[src/rtl/dffsre_ctrl_pkg.sv]
// Shared types for the dffsre bank control path.
// Holds the command opcode encoding, the sequencer state encoding and
// an index-width helper used by the arbiter and its round-robin picker.
package dffsre_ctrl_pkg;

    localparam int unsigned OP_W = 2;

    typedef enum logic [OP_W-1:0] {
        OP_LOAD = 2'b00,
        OP_SET  = 2'b01,
        OP_CLR  = 2'b10,
        OP_RSV  = 2'b11
    } op_e;

    typedef enum logic [1:0] {
        ST_IDLE  = 2'd0,
        ST_APPLY = 2'd1,
        ST_ACK   = 2'd2
    } state_e;

    // Bits needed to hold an index into n entries (never less than one).
    function automatic int unsigned idx_width(input int unsigned n);
        return (n > 1) ? $clog2(n) : 1;
    endfunction

endpackage

[src/rtl/dffsre_bank_arbiter_if.sv]
// Request/command/result bundle between control masters and the bank arbiter.
// Ports (master view):
//   req   [NREQ]        out  per-requester level request, held until ack
//   op    [2*NREQ]      out  per-requester opcode (LOAD/SET/CLEAR/reserved)
//   wdata [NBITS*NREQ]  out  per-requester LOAD data
//   wmask [NBITS*NREQ]  out  per-requester bit mask
//   sel                 out  output gate for Q_out
//   ack   [NREQ]        in   one-cycle completion pulse, one-hot or zero
//   err                 in   pulses with ack when the served op was reserved
//   busy                in   sequencer is not idle
//   Q     [NBITS]       in   bank contents
//   Q_out [NBITS]       in   sel-gated copy of Q
interface dffsre_bank_arbiter_if #(
    parameter int unsigned NREQ  = 4,
    parameter int unsigned NBITS = 8
);
    logic [NREQ-1:0]       req;
    logic [2*NREQ-1:0]     op;
    logic [NBITS*NREQ-1:0] wdata;
    logic [NBITS*NREQ-1:0] wmask;
    logic                  sel;
    logic [NREQ-1:0]       ack;
    logic                  err;
    logic                  busy;
    logic [NBITS-1:0]      Q;
    logic [NBITS-1:0]      Q_out;

    modport master (
        output req, op, wdata, wmask, sel,
        input  ack, err, busy, Q, Q_out
    );

    modport slave (
        input  req, op, wdata, wmask, sel,
        output ack, err, busy, Q, Q_out
    );
endinterface

[src/rtl/rr_pick.sv]
// Combinational round-robin picker: first set request at or after ptr,
// wrapping modulo N.
// Ports:
//   req   [N]   in   request vector
//   ptr   [IW]  in   highest-priority position
//   grant [N]   out  one-hot grant (zero when no request)
//   idx   [IW]  out  index of the granted request
//   valid       out  at least one request present
module rr_pick
    import dffsre_ctrl_pkg::*;
#(
    parameter int unsigned N  = 4,
    parameter int unsigned IW = idx_width(N)
) (
    input  logic [N-1:0]  req,
    input  logic [IW-1:0] ptr,
    output logic [N-1:0]  grant,
    output logic [IW-1:0] idx,
    output logic          valid
);

    logic [IW-1:0] k;

    // Scan N positions starting at ptr; the first hit wins.
    always_comb begin
        grant = '0;
        idx   = '0;
        valid = 1'b0;
        k     = '0;
        for (int unsigned i = 0; i < N; i++) begin
            k = IW'((32'(ptr) + i) % N);
            if (!valid && req[k]) begin
                grant[k] = 1'b1;
                idx      = k;
                valid    = 1'b1;
            end
        end
    end

endmodule

[src/rtl/dffsre_bank_arbiter.sv]
// Round-robin arbiter and sequencer sharing a bank of NBITS enable/set/reset
// flops between NREQ requesters issuing masked LOAD/SET/CLEAR commands.
// Ports:
//   C    in  clock, rising edge
//   R    in  synchronous active-high reset
//   bus  slave side of dffsre_bank_arbiter_if (req/op/wdata/wmask/sel in,
//        ack/err/busy/Q/Q_out out; Q_out is combinational sel ? Q : 0)
module dffsre_bank_arbiter
    import dffsre_ctrl_pkg::*;
#(
    parameter int unsigned NREQ  = 4,
    parameter int unsigned NBITS = 8
) (
    input  logic                 C,
    input  logic                 R,
    dffsre_bank_arbiter_if.slave bus
);

    localparam int unsigned IW = idx_width(NREQ);

    state_e            state_q;
    logic [IW-1:0]     ptr_q;
    logic [IW-1:0]     idx_q;
    logic [NREQ-1:0]   gnt_q;
    op_e               op_q;
    logic [NBITS-1:0]  wdata_q;
    logic [NBITS-1:0]  wmask_q;
    logic [NBITS-1:0]  bank_q;
    logic [NREQ-1:0]   ack_q;
    logic              err_q;
    logic              busy_q;

    logic [NREQ-1:0]   gnt;
    logic [IW-1:0]     gnt_idx;
    logic              gnt_valid;

    logic [OP_W-1:0]   op_arr    [NREQ];
    logic [NBITS-1:0]  wdata_arr [NREQ];
    logic [NBITS-1:0]  wmask_arr [NREQ];

    // Split the flattened per-requester fields so they can be indexed by grant.
    for (genvar g = 0; g < NREQ; g++) begin : g_unpack
        assign op_arr[g]    = bus.op[OP_W*g +: OP_W];
        assign wdata_arr[g] = bus.wdata[NBITS*g +: NBITS];
        assign wmask_arr[g] = bus.wmask[NBITS*g +: NBITS];
    end

    rr_pick #(.N(NREQ), .IW(IW)) u_pick (
        .req   (bus.req),
        .ptr   (ptr_q),
        .grant (gnt),
        .idx   (gnt_idx),
        .valid (gnt_valid)
    );

    // Masked bank update; unmasked bits and the reserved opcode hold.
    function automatic logic [NBITS-1:0] next_bank(
        input logic [NBITS-1:0] q,
        input logic [NBITS-1:0] d,
        input logic [NBITS-1:0] m,
        input op_e              o
    );
        case (o)
            OP_LOAD: return (q & ~m) | (d & m);
            OP_SET:  return q | m;
            OP_CLR:  return q & ~m;
            default: return q;
        endcase
    endfunction

    // Sequencer: latch a winner in IDLE, update the bank in APPLY, pulse ack in ACK.
    always_ff @(posedge C) begin
        if (R) begin
            state_q <= ST_IDLE;
            ptr_q   <= '0;
            idx_q   <= '0;
            gnt_q   <= '0;
            op_q    <= OP_LOAD;
            wdata_q <= '0;
            wmask_q <= '0;
            bank_q  <= '0;
            ack_q   <= '0;
            err_q   <= 1'b0;
            busy_q  <= 1'b0;
        end else begin
            ack_q <= '0;
            err_q <= 1'b0;
            case (state_q)
                ST_IDLE: begin
                    if (gnt_valid) begin
                        idx_q   <= gnt_idx;
                        gnt_q   <= gnt;
                        op_q    <= op_e'(op_arr[gnt_idx]);
                        wdata_q <= wdata_arr[gnt_idx];
                        wmask_q <= wmask_arr[gnt_idx];
                        state_q <= ST_APPLY;
                        busy_q  <= 1'b1;
                    end
                end
                ST_APPLY: begin
                    bank_q  <= next_bank(bank_q, wdata_q, wmask_q, op_q);
                    state_q <= ST_ACK;
                end
                ST_ACK: begin
                    ack_q   <= gnt_q;
                    err_q   <= (op_q == OP_RSV);
                    // Served requester drops to lowest priority.
                    ptr_q   <= (32'(idx_q) == NREQ - 1) ? '0 : idx_q + 1'b1;
                    state_q <= ST_IDLE;
                    busy_q  <= 1'b0;
                end
                default: begin
                    state_q <= ST_IDLE;
                    busy_q  <= 1'b0;
                end
            endcase
        end
    end

    assign bus.ack   = ack_q;
    assign bus.err   = err_q;
    assign bus.busy  = busy_q;
    assign bus.Q     = bank_q;
    assign bus.Q_out = bus.sel ? bank_q : '0;

endmodule

[src/flat_wrapper.sv]
// flat-port wrapper written by rule: the top's interface ports become plain ports
module dffsre_bank_arbiter_flat import dffsre_ctrl_pkg::*;
#(
    parameter int unsigned NREQ  = 4,
    parameter int unsigned NBITS = 8
)
  (C, R, bus_req, bus_op, bus_wdata, bus_wmask, bus_sel, bus_ack, bus_err, bus_busy, bus_Q, bus_Q_out);
  dffsre_bank_arbiter_if #(.NREQ(NREQ), .NBITS(NBITS)) bus_i ();
  input  logic C;
  input  logic R;
  input wire logic [$bits(bus_i.req)-1:0] bus_req;
  input wire logic [$bits(bus_i.op)-1:0] bus_op;
  input wire logic [$bits(bus_i.wdata)-1:0] bus_wdata;
  input wire logic [$bits(bus_i.wmask)-1:0] bus_wmask;
  input wire logic [$bits(bus_i.sel)-1:0] bus_sel;
  output wire logic [$bits(bus_i.ack)-1:0] bus_ack;
  output wire logic [$bits(bus_i.err)-1:0] bus_err;
  output wire logic [$bits(bus_i.busy)-1:0] bus_busy;
  output wire logic [$bits(bus_i.Q)-1:0] bus_Q;
  output wire logic [$bits(bus_i.Q_out)-1:0] bus_Q_out;
  assign bus_i.req = bus_req;
  assign bus_i.op = bus_op;
  assign bus_i.wdata = bus_wdata;
  assign bus_i.wmask = bus_wmask;
  assign bus_i.sel = bus_sel;
  assign bus_ack = bus_i.ack;
  assign bus_err = bus_i.err;
  assign bus_busy = bus_i.busy;
  assign bus_Q = bus_i.Q;
  assign bus_Q_out = bus_i.Q_out;
  dffsre_bank_arbiter #(.NREQ(NREQ), .NBITS(NBITS)) u_core (.C(C), .R(R), .bus(bus_i));
endmodule
[config.mk]
export PLATFORM = sky130hd
export DESIGN_NAME = dffsre_bank_arbiter_flat
export DESIGN_NICKNAME = d
export VERILOG_FILES = /design/src/rtl/dffsre_ctrl_pkg.sv /design/src/rtl/dffsre_bank_arbiter_if.sv /design/src/rtl/rr_pick.sv /design/src/rtl/dffsre_bank_arbiter.sv /design/src/flat_wrapper.sv
export SDC_FILE = /design/constraint.sdc
export NUM_CORES = 1
export LEC_CHECK = 0
export ABC_CLOCK_PERIOD_IN_PS = 5200
export BUFFER_PORTS_ARGS = -buffer_cell sky130_fd_sc_hd__buf_2
export CAP_MARGIN = 20
export CORE_UTILIZATION = 54
export DETAILED_ROUTE_END_ITERATION = 8
export HOLD_SLACK_MARGIN = 0.02
export PLACE_DENSITY = 0.87
export SLEW_MARGIN = 20
export SYNTH_ARGS = -nofsm -noshare
export SYNTH_HDL_FRONTEND = slang
export SYNTH_SLANG_ARGS = --single-unit
[constraint.sdc]
create_clock -name C -period 5.2 [get_ports C]
set_clock_uncertainty 0.2 [all_clocks]
set_input_delay 0 -clock C [delete_from_list [all_inputs] [get_ports C]]
set_output_delay 0 -clock C [all_outputs]
set_load 0.05 [all_outputs]
Yosys cells after proc, flatten, opt, wreduce, memory -nomap -nowiden
Index checks and enable logic that the tools add are counted.

storage, ports and cells
  output and inout bits = 22
  flip-flop bits (word level) = 42

operators by class
  add/subtract/negate cells = 4
  order comparisons = 9
  eq/ne operators = 7
  bitwise operators = 11
  reduce and logical (&&, ||, !) cells = 17
  multiplexer cells = 44

operators with widths
  kind                                                                                 number
  8-bit two-way mux                                                                    5
  8-bit binary-select mux with 2-bit select                                            2
  8-bit one-hot mux with 3 select lines                                                1
  8-bit AND                                                                            2
  2-bit two-way mux                                                                    8
  4-bit two-way mux                                                                    4
  8-bit OR                                                                             2
  1-bit two-way mux                                                                    13
  2-bit by 3-bit less-than comparator with 1-bit output, second input constant         4
  4-bit OR                                                                             3
  1-bit binary-select mux with 2-bit select                                            4
  1-bit demux with 2-bit select                                                        4
  2-bit equality test, second input constant                                           4
  2-bit by 1-bit greater-or-equal comparator with 1-bit output, second input constant  4
  8-bit NOT                                                                            1
  1-bit logical AND                                                                    7
  2-bit AND reduction                                                                  3
  2-bit by 1-bit adder with 2-bit output, second input constant                        2
  2-bit adder, second input constant                                                   2
  2-bit binary-select mux with 2-bit select                                            1
  2-bit by 1-bit equality test with 1-bit output, second input constant                2
  2-bit logical NOT                                                                    2
  2-bit one-hot mux with 2 select lines                                                1
  3-bit greater-or-equal comparator, second input constant                             1
  other kinds (7)                                                                      10

Depth between registers and ports, before layout
Gate-level depths: netlist of run 1.

  depth in word-level cells = 16
  depth in mapped cells = 12
  gate-level depth less buffers = 8

By module
A second synthesis of run 1 with hierarchy kept.

unflattened totals
  cell total of the unflattened synthesis = 253
  area total of the unflattened synthesis = 2476.1 sq um

by module, submodules not included
  module               cells an instance  times used  seq. area each (sq um)  area an instance (sq um)
  dffsre_bank_arbiter  208                1           840.8                   2057.0
  rr_pick              45                 1           0.0                     419.2

Worst setup path after synthesis of run 1
Ideal clock, no wire load.

  path type = register -> register
  start point = reg u_core.ptr_q[1]
  end point = reg u_core.op_q[0]
  arrival = 2.333 ns
  slack = 2.538 ns
  cell stages (with the launch flop) = 13
  required time = 4.871 ns
  path buffers = 4
  setup time = 0.129 ns
  cell sequence = dfxtp_1 > buf_2 > inv_1 > ha_1 > buf_2 > and3b_1 > o211ai_1 > nand3_2 > o21ai_2 > nand2b_4 > buf_6 > buf_6 > o211ai_2

between the ends
  cells in the longest elaborated chain, start to end = 16
  elaborated cells between the ends (all ways) = 30
  those cells by class = 3 x add/sub; 19 x mux; 1 x bitwise; 7 x reduce/logical

RTL lines
  element                                                                                          RTL line                    text
  start, declared                                                                                  dffsre_bank_arbiter.sv:22   logic [IW-1:0] ptr_q;
  start signal, assigned                                                                           dffsre_bank_arbiter.sv:108  ptr_q <= (32'(idx_q) == NREQ - 1) ? '0 : idx_q + 1'b1;
  parallel branches: the longest is 16 deep, another holds 2-bit by 1-bit adder with 2-bit output  --
  end signal, assigned                                                                             dffsre_bank_arbiter.sv:93   op_q <= op_e'(op_arr[gnt_idx]);
  end, declared                                                                                    dffsre_bank_arbiter.sv:25   op_e op_q;

Several ways; the timed one is not identified. The select of a mux whose other input is x is not followed.
A chain may end at the register's enable or synchronous reset.

Worst setup path after layout of run 1
  start point = reg u_core.ptr_q[0]
  end point = reg u_core.wdata_q[4]

between the ends
  cells in the longest elaborated chain, start to end = 16
  elaborated cells between the ends (all ways) = 30
  those cells by class = 3 x add/sub; 19 x mux; 1 x bitwise; 7 x reduce/logical

RTL lines
  element                                                                                          RTL line                   text
  parallel branches: the longest is 16 deep, another holds 2-bit by 1-bit adder with 2-bit output  --
  end signal, assigned                                                                             dffsre_bank_arbiter.sv:94  wdata_q <= wdata_arr[gnt_idx];
  end, declared                                                                                    dffsre_bank_arbiter.sv:26  logic [NBITS-1:0] wdata_q;

Several ways; the timed one is not identified. The select of a mux whose other input is x is not followed.

==> implementation parameters, run 1 <==
Parameter                              Value

Power and ir drop
  Standby leakage power ... 1.75 nW
  Power dissipated by switching net loads ... between 0.3 and 0.4 mW
  Switching Share ... 35.3%
  Internal power consumption ... 0.646 mW
  Power per standard cell area ... 257 nW/um2
  Sequential group share of total power ... about two fifths
  Worst supply voltage drop on vdd ... between 0.1 and 0.15 mV
  Power, Total ... about 1.0 mW
  Relative contribution of combinational cells to total power ... between 30 and 40%
  Clk pwr share ... roughly 23%

Timing
  Hold Fails Final Rpt ... 0
  Slew margin rel. ... 40.0%
  Final Max Tran Viols ... 0
  Highest attainable clock frequency ... 205 MHz
  Worst-case setup margin in the final layout ... between 300 and 400 ps
  Final Setup Violations ... 0
  Unrepaired setup endpoints after global routing ... false
  Shortest clock period the worst path allows after layout ... 4870 ps
  TNS Setup ... 0 ps
  Worst Tran Pin Value ... approximately 890 ps
  Share of the clock period used by the worst path ... a little over nine tenths
  Final hold slack ... just over 60 ps

Floorplanning
  Die outline width ... approximately 74 um
  Overall die height ... 73.9 um
  Number of primary I/O pins ... slightly above 100
  Initial core utilization ... a little under three fifths
  Core outline area ... 4850 um2
  Die Outline Area ... roughly 5500 um2
  Number of placement rows ... 25

Routing
  Avg Vias per Cell ... 5.95
  Number of vias in the routed layout ... slightly above 3,000
  Drt wl/cell ... around 18 um
  DRT antenna net count ... 0
  Detailed Route Iter0 Violations ... around 270
  DRC ... 0
  Number of search-and-repair iterations in the first detailed-routing pass ... 4
  Detailed Route WL ... 9130 um

Yosys
  Fraction of synthesized area in multiplexers ... between 10% and 20%
  Part of the Yosys area used for sequential elements ... a little under a third
  Synthesized netlist net count ... 393
  Yosys top cell area share ... a little under a third
  Flip-flop cell with the highest count after synthesis ... sky130_fd_sc_hd__dfxtp_1
  Post-synthesis instance total ... around 300
  Number of flops mapped to enable cells by yosys ... 0
  Synth Cell Area ... between 2000 and 3000 um2
  Adder-cell share of the synthesized area ... under 10%
  Cells taking the most area after synthesis ... sky130_fd_sc_hd__dfxtp_1 30%, sky130_fd_sc_hd__mux2i_1 10%, sky130_fd_sc_hd__o211ai_2 4.9%, sky130_fd_sc_hd__ha_1 4.0%, sky130_fd_sc_hd__a21oi_1 3.6%
  Simple-gate share of the synthesized area ... 18.5%
  Yosys synthesis warning count ... 0
  Post-synthesis register bit count ... between 40 and 50
  Largest family of logic cells by synthesized area ... compound AO/OA/AOI/OAI gates
  Largest area contributor in the synthesized netlist ... sky130_fd_sc_hd__dfxtp_1
  Commonest cells in the netlist ... 42 x sky130_fd_sc_hd__dfxtp_1, 29 x sky130_fd_sc_hd__mux2i_1, 21 x sky130_fd_sc_hd__nor2_1
  Proportion of synthesized flip-flops having asynchronous set or reset ... 0%
  Mean instance size in the synthesized netlist ... between 9 and 10 um2
  Most instantiated library cell after synthesis ... sky130_fd_sc_hd__dfxtp_1
  XOR/XNOR share of the synthesized area ... 0%
  Count of different cell masters after synthesis ... 53
  Complex-gate fraction of the synthesized area ... 27.9%

Min path
  End point of the worst hold path ... u_core.wdata_q[6]
  Startpoint of the lowest-slack hold path ... bus_wdata[6]
  Worst hold path stage count ... 4
  Worst Hold Class ... input port to flop

GRT
  Largest net degree at the start of global routing ... 27
  Wire length of the first global-routing pass ... 14,500 um
  Global-route total usage across every layer ... about 36%
  Antenna violations before repair ... 0
  Total congestion overflow ... 0
  Via count of the first global-routing pass ... slightly above 3,000

Outcome
  Outcome ... completed

Setup path
  Largest fanout on the critical path ... 25
  Reg-to-reg slack, setup ... roughly 330 ps
  Worst setup path category ... flop to flop
  Startpoint Class ... flop
  Reg2reg path depth ... 10
  Reg-to-reg critical path startpoint ... u_core.ptr_q[0]
  Arr. time, crit path ... 4870 ps
  Worst reg2reg endpoint ... u_core.wdata_q[4]
  WP data required ... between 5000 and 6000 ps
  Crit path capture type ... flop

Cells and area
  Post-route cell area ... ~3900 um2
  Antenna Cells ... 0
  Number of nets in the final layout ... 530
  Synthesis-to-finish area growth ... 39.1%
  Final Core Density ... 80.0%
  Layout cell share with drive strength beyond 1 ... a little under a third
  Number of standard cells in the final layout excluding fillers ... between 500 and 600

CTS
  Clock network latency to the later pin of the worst-skew pair ... between 300 and 400 ps
  Maximum number of buffers from clock root to sink ... 2
  Clock slew seen by the registers of the worst setup and hold paths ... ~90 ps
  Clock tree from TritonCTS ... built
  Clock sinks ... 42
  TritonCTS buffer count ... 5
  CTS HTree Levels ... 2
  Setup repair bufs after CTS ... 0
  Root buf cell ... sky130_fd_sc_hd__clkbuf_8

Job
  Number of max-cap violations ... 0

Placement
  Setup Slack @ Placement ... around 1100 ps
  Cell count after placement ... ~450
  Final weighted congestion of routability-driven global placement ... 0.911
  Port-buffer cells ... 100
  Half-perimeter wire length of the detailed placement result ... approximately 5000 um
  Post-place instance area ... between 3000 and 4000 um2
-- logic make-up after synthesis --
group,after synthesis
simple gates,91
flops,42
compound gates,97
fa+ha+maj,9
buf+inv,32
mux,34
-- critical path, stage by stage, from the launching register on --
cell	delay [ps]
sky130_fd_sc_hd__dfxtp_2	590
sky130_fd_sc_hd__inv_1	240
sky130_fd_sc_hd__ha_1	560
sky130_fd_sc_hd__mux4_2	410
sky130_fd_sc_hd__nor2b_4	80
sky130_fd_sc_hd__o21ai_2	620
sky130_fd_sc_hd__nand2_4	450
sky130_fd_sc_hd__mux2i_1	330
sky130_fd_sc_hd__dlygate4sd3_1	610
sky130_fd_sc_hd__o211ai_2	70
sky130_fd_sc_hd__dlygate4sd3_1	580
-- repair_timing --
item	4_1_cts	5_1_grt
hold endpoints to repair	28	0
hold buffers	54	0
setup endpoints to repair	0	17
gates resized for setup	0	1
-- final cells by class --
cell class	count	area, um2
Clock buffer	7	86.3
Timing Repair Buffer	155	1050
Fill cell	286	970
Tap cell	67	83.8
Sequential cell	42	842
Multi-Input combinational cell	231	1790
Clock inverter	1	5.00
Inverter	7	26.3
-- layout by cell type, fill, tap and decap left out, types with 3 or more instances in the layout --
cell                            synthesis  final
sky130_fd_sc_hd__o211ai_2              11     11
sky130_fd_sc_hd__dfxtp_1               42     41
sky130_fd_sc_hd__a221oi_1               4      4
sky130_fd_sc_hd__and3_1                12     12
sky130_fd_sc_hd__a22oi_1                4      4
sky130_fd_sc_hd__inv_1                  7      7
sky130_fd_sc_hd__buf_2                 11    100
sky130_fd_sc_hd__ha_1                   9      9
sky130_fd_sc_hd__nor2_1                21     20
sky130_fd_sc_hd__nor2b_1                3      3
sky130_fd_sc_hd__nand2_1               18     18
sky130_fd_sc_hd__a311oi_1               9      9
sky130_fd_sc_hd__dlygate4sd3_1          0     54
sky130_fd_sc_hd__mux2i_1               29     29
sky130_fd_sc_hd__a21oi_1               20     20
sky130_fd_sc_hd__nor3b_1                4      3
sky130_fd_sc_hd__o211ai_1              13     13
sky130_fd_sc_hd__a21boi_0              11     11
sky130_fd_sc_hd__nor3_1                 4      4
sky130_fd_sc_hd__a211oi_1               4      4
sky130_fd_sc_hd__o221ai_1               6      6
sky130_fd_sc_hd__clkbuf_8               0      6
sky130_fd_sc_hd__and2_1                13     13
-- per-layer routing --
| metal | global-route usage, % | up-vias | wire length [um] |
|---|---|---|---|
| li1 | - | 1417 | - |
| met1 | 37.4 | 1427 | 3510 |
| met2 | 65.6 | 156 | 4710 |
| met3 | 7.13 | 35 | 545 |
| met4 | 20.7 | 0 | 363 |
| met5 | 0 | - | 0 |
-- power groups by stage --
stage	clock network, mW	registers [mW]	logic (mW)
6_report	0.226	0.394	0.378
5_1_grt	0.241	0.397	0.406
4_1_cts	0.220	0.389	0.356
3_5_place_dp	0	0.396	0.289
3_3_place_gp	0	0.394	0.279
2_1_floorplan	0	0.403	0.212
-- worst max path at each step --
stage	start	end	cells past startpoint	slack, ps
after floorplan	u_core.ptr_q[1]	u_core.op_q[0]	12	2540
after global placement	u_core.ptr_q[0]	u_core.wdata_q[6]	8	1300
after detailed placement	u_core.ptr_q[0]	u_core.wdata_q[6]	8	1120
after CTS	u_core.ptr_q[0]	u_core.wmask_q[1]	10	150
after global routing	u_core.ptr_q[0]	u_core.wdata_q[7]	10	20
final	u_core.ptr_q[0]	u_core.wdata_q[4]	10	330
Power figures use the tool's default switching activity.
==> inputs of run 2 (changes only) <==
--- a/config.mk
+++ b/config.mk
@@ -8,11 +8,12 @@
 export ABC_CLOCK_PERIOD_IN_PS = 5200
 export BUFFER_PORTS_ARGS = -buffer_cell sky130_fd_sc_hd__buf_2
 export CAP_MARGIN = 20
-export CORE_UTILIZATION = 54
+export CORE_UTILIZATION = 52
 export DETAILED_ROUTE_END_ITERATION = 8
 export HOLD_SLACK_MARGIN = 0.02
-export PLACE_DENSITY = 0.87
+export PLACE_DENSITY = 0.86
 export SLEW_MARGIN = 20
 export SYNTH_ARGS = -nofsm -noshare
 export SYNTH_HDL_FRONTEND = slang
+export SYNTH_HIERARCHICAL = 1
 export SYNTH_SLANG_ARGS = --single-unit
==> run 2 against run 1 <==
Effect of this change:
- the run now ends with DRC left
- wire length is 1.7% lower
- setup slack worse by 120 ps
- register-to-register slack lost 120 ps
- final area down 9.5%
- die area shrank 7.6%
- hold slack improved by 190 ps
- global-route usage grew 0.93 points
- critical path depth grew 2
- power increased by 9.4%
- critical path type unchanged
==> implementation parameters, run 2 <==
Parameter                              Value

CTS
  Clock slew seen by the registers of the worst setup and hold paths ... 90 ps (about the same)
  Setup repair bufs after CTS ... 0 (unchanged)
  TritonCTS buffer count ... 5 (unchanged)
  Root buf cell ... sky130_fd_sc_hd__clkbuf_8
  CTS HTree Levels ... 2 (unchanged)
  Clock tree from TritonCTS ... built
  Clock network latency to the later pin of the worst-skew pair ... 300 ps (about the same)
  Clock sinks ... 42 (unchanged)
  Maximum number of buffers from clock root to sink ... 2 (unchanged)

Power and ir drop
  Standby leakage power ... 1.54 nW (-12%)
  Clk pwr share ... 25.0% (+2.3 points)
  Internal power consumption ... 0.707 mW (+9.5%)
  Power dissipated by switching net loads ... 0.385 mW (+9.1%)
  Relative contribution of combinational cells to total power ... 38.6% (+0.8 points)
  Worst supply voltage drop on vdd ... 0.261 mV (+92%)
  Switching Share ... 35.2% (-0.082 points)
  Sequential group share of total power ... 36.4% (-3.1 points)
  Power per standard cell area ... 311 nW/um2 (+21%)

Setup path
  Arr. time, crit path ... 4980 ps (+110 ps)
  Reg-to-reg critical path startpoint ... u_core/ptr_q[0]
  WP data required ... 5200 ps (about the same)
  Largest fanout on the critical path ... 19 (-24%)
  Startpoint Class ... flop
  Critical path startpoint ... u_core/ptr_q[0]
  Worst setup path category ... flop to flop
  Crit path capture type ... flop

Floorplanning
  Die outline width ... 71.0 um (-3.9%)
  Number of primary I/O pins ... 101 (unchanged)
  Die Outline Area ... 5040 um2 (-7.6%)
  Number of placement rows ... 24 (-4.0%)
  Overall die height ... 71.0 um (-3.9%)
  Core outline area ... 4470 um2 (-7.7%)
  Initial core utilization ... 55.3% (-2.2 points)

GRT
  Antenna violations before repair ... 0 (unchanged)
  Via count of the first global-routing pass ... 2,776 (-8.2%)
  Largest net degree at the start of global routing ... 32 (+19%)
  Wire length of the first global-routing pass ... 13,800 um (-4.7%)
  Total congestion overflow ... 0 (unchanged)
  Global-route total usage across every layer ... 36.6% (+0.93 points)

Min path
  Startpoint of the lowest-slack hold path ... u_core/gnt_q[1]
  Worst Hold Class ... flop to flop

Yosys
  Most instantiated library cell after synthesis ... sky130_fd_sc_hd__nand2_1
  Synthesized netlist net count ... 342 (-13%)
  Count of different cell masters after synthesis ... 33 (-38%)
  Post-synthesis register bit count ... 42 (unchanged)
  Cells taking the most area after synthesis ... sky130_fd_sc_hd__dfxtp_1 34%, sky130_fd_sc_hd__mux4_2 18%, sky130_fd_sc_hd__a21oi_1 8.5%, sky130_fd_sc_hd__nand2_1 7.4%, sky130_fd_sc_hd__ha_1 5.1%
  Yosys top cell area share ... 34.0% (+3.8 points)
  Synth Cell Area ... 2480 um2 (-11%)
  Number of flops mapped to enable cells by yosys ... 0 (unchanged)
  Post-synthesis instance total ... 253 (-17%)
  Mean instance size in the synthesized netlist ... 9.79 um2 (+7.1%)
  Largest area contributor in the synthesized netlist ... sky130_fd_sc_hd__dfxtp_1
  Proportion of synthesized flip-flops having asynchronous set or reset ... 0% (unchanged)
  Yosys synthesis warning count ... 6 (+6)
  Part of the Yosys area used for sequential elements ... 34.0% (+3.8 points)
  Commonest cells in the netlist ... 49 x sky130_fd_sc_hd__nand2_1, 42 x sky130_fd_sc_hd__a21oi_1, 42 x sky130_fd_sc_hd__dfxtp_1
  Flip-flop cell with the highest count after synthesis ... sky130_fd_sc_hd__dfxtp_1

Cells and area
  Count of fill cells added during filler insertion ... 228 (-20%)
  Synthesis-to-finish area growth ... 41.8%
  Layout cell share with drive strength beyond 1 ... 35.5% (+4.8 points)
  Most frequent standard cell in the layout excluding fill and tap cells ... sky130_fd_sc_hd__buf_2
  Area occupied by multi-input gates ... 1520 um2 (-15%)
  Number of nets in the final layout ... 477 (-10%)
  Antenna Cells ... 0 (unchanged)
  Post-route cell area ... 3510 um2 (-9.5%)
  Most frequent cells in the layout ... 100 x sky130_fd_sc_hd__buf_2, 49 x sky130_fd_sc_hd__nand2_1, 44 x sky130_fd_sc_hd__dlygate4sd3_1
  Final Core Density ... 78.5% (-1.5 points)
  Area of all sequential standard cells ... 841 um2 (-0.15%)

Timing
  Slew margin rel. ... 38.1% (-1.9 points)
  Final Setup Violations ... 0 (unchanged)
  Worst Tran Pin Value ... 929 ps (+35.2 ps)
  Highest attainable clock frequency ... 200 MHz (-2.3%)
  Shortest clock period the worst path allows after layout ... 4990 ps (+116 ps)
  Final Max Tran Viols ... 0 (unchanged)
  Hold Fails Final Rpt ... 0 (unchanged)
  TNS Setup ... 0 ps (unchanged)
  Share of the clock period used by the worst path ... 95.9% (+2.2 points)
  Final hold slack ... 253 ps (+192 ps)
  Unrepaired setup endpoints after global routing ... false

Routing
  Detailed Route Iter0 Violations ... 352 (+31%)
  Number of vias in the routed layout ... 2,783 (-8.3%)
  DRC ... 5 (+5)
  Avg Vias per Cell ... 6.31 (+6.0%)
  Detailed Route WL ... 8980 um (-1.7%)
  DRT antenna net count ... 0 (unchanged)
  Drt wl/cell ... 20.4 um (+14%)
  Number of search-and-repair iterations in the first detailed-routing pass ... 9 (+5)

Placement
  Final weighted congestion of routability-driven global placement ... 0.778 (-15%)
  Post-place instance area ... 2960 um2 (-8.8%)
  Half-perimeter wire length of the detailed placement result ... 4400 um (-14%)
  Port-buffer cells ... 100 (unchanged)

Job
  Number of max-cap violations ... 0 (unchanged)

Outcome
  Violated checks ... DRC
  Outcome ... finished with violations
[run 2: cell count changes in the layout (fill, tap and decap cells not counted), sizes merged, moves of 6 or more]
cell,before,now
nor2,21,7
o221ai,6,0
nand2,19,49
a21oi,20,42
dlygate4sd3,54,44
mux2i,30,3
mux4,2,22
a21boi,11,0
and3,12,0
o211ai,24,1
[run 2: final timing paths]
path,to,slack [ps],cells after the start
worst max-delay path,u_core/wdata_q[3],210,12
worst max register to register,u_core/wdata_q[3],210,12
worst min-delay path,u_core/gnt_q[1],250,2
worst min register to register,u_core/gnt_q[1],250,2
[run 2: through the flow]
step                std cells  worst slack [ps]  power [mW]
finish                    441               211        1.09
global route              441              63.9        1.12
CTS                       441               373        1.04
detailed placement        389              1450       0.712
global placement          389              1590       0.702
floorplan                 253              2110       0.641
[run 2: metal layers]
layer	vias up	part of all wire [%]	track usage, %
li1	1199	-	-
met1	1272	34	41.2
met2	248	47	62.1
met3	64	11	6.70
met4	0	8.2	27.6
met5	-	0	0
[run 2: cell type report]
cell class	count	share of cell area (%)
Multi-Input combinational cell	187	43.1
Timing Repair Buffer	146	27.2
Sequential cell	42	23.9
Clock buffer	5	1.96
Tap cell	52	1.85
Clock inverter	3	1.25
Inverter	6	0.641
[run 2: power groups by stage]
| stage | registers (mW) | clock network (mW) | logic (mW) |
|---|---|---|---|
| 2_1_floorplan | 0.405 | 0 | 0.236 |
| 3_3_place_gp | 0.396 | 0 | 0.306 |
| 3_5_place_dp | 0.398 | 0 | 0.314 |
| 4_1_cts | 0.390 | 0.263 | 0.382 |
| 5_1_grt | 0.399 | 0.280 | 0.444 |
| 6_report | 0.397 | 0.273 | 0.421 |
[run 2: repair_timing]
item,CTS,global route
endpoints found under the setup margin,0,1
hold buffers,44,0
hold endpoints to repair,28,0
gates resized for setup,0,1
[run 2: logic make-up after synthesis]
family          share of synthesized area, %
fa+ha+maj                               5.05
buf+inv                                 5.46
mux                                     22.4
compound gates                          16.4
simple gates                            16.7
flops                                   34.0
[run 2: worst max-delay path, stage by stage (launching register included)]
cell,delay [ps]
sky130_fd_sc_hd__dfxtp_1,730
sky130_fd_sc_hd__inv_1,180
sky130_fd_sc_hd__ha_1,390
sky130_fd_sc_hd__mux4_2,460
sky130_fd_sc_hd__and2b_2,330
sky130_fd_sc_hd__o21ai_0,160
sky130_fd_sc_hd__o31ai_4,120
sky130_fd_sc_hd__buf_4,370
sky130_fd_sc_hd__mux4_2,560
sky130_fd_sc_hd__dlygate4sd3_1,580
sky130_fd_sc_hd__nand2_1,90
sky130_fd_sc_hd__a21oi_1,80
sky130_fd_sc_hd__dlygate4sd3_1,610
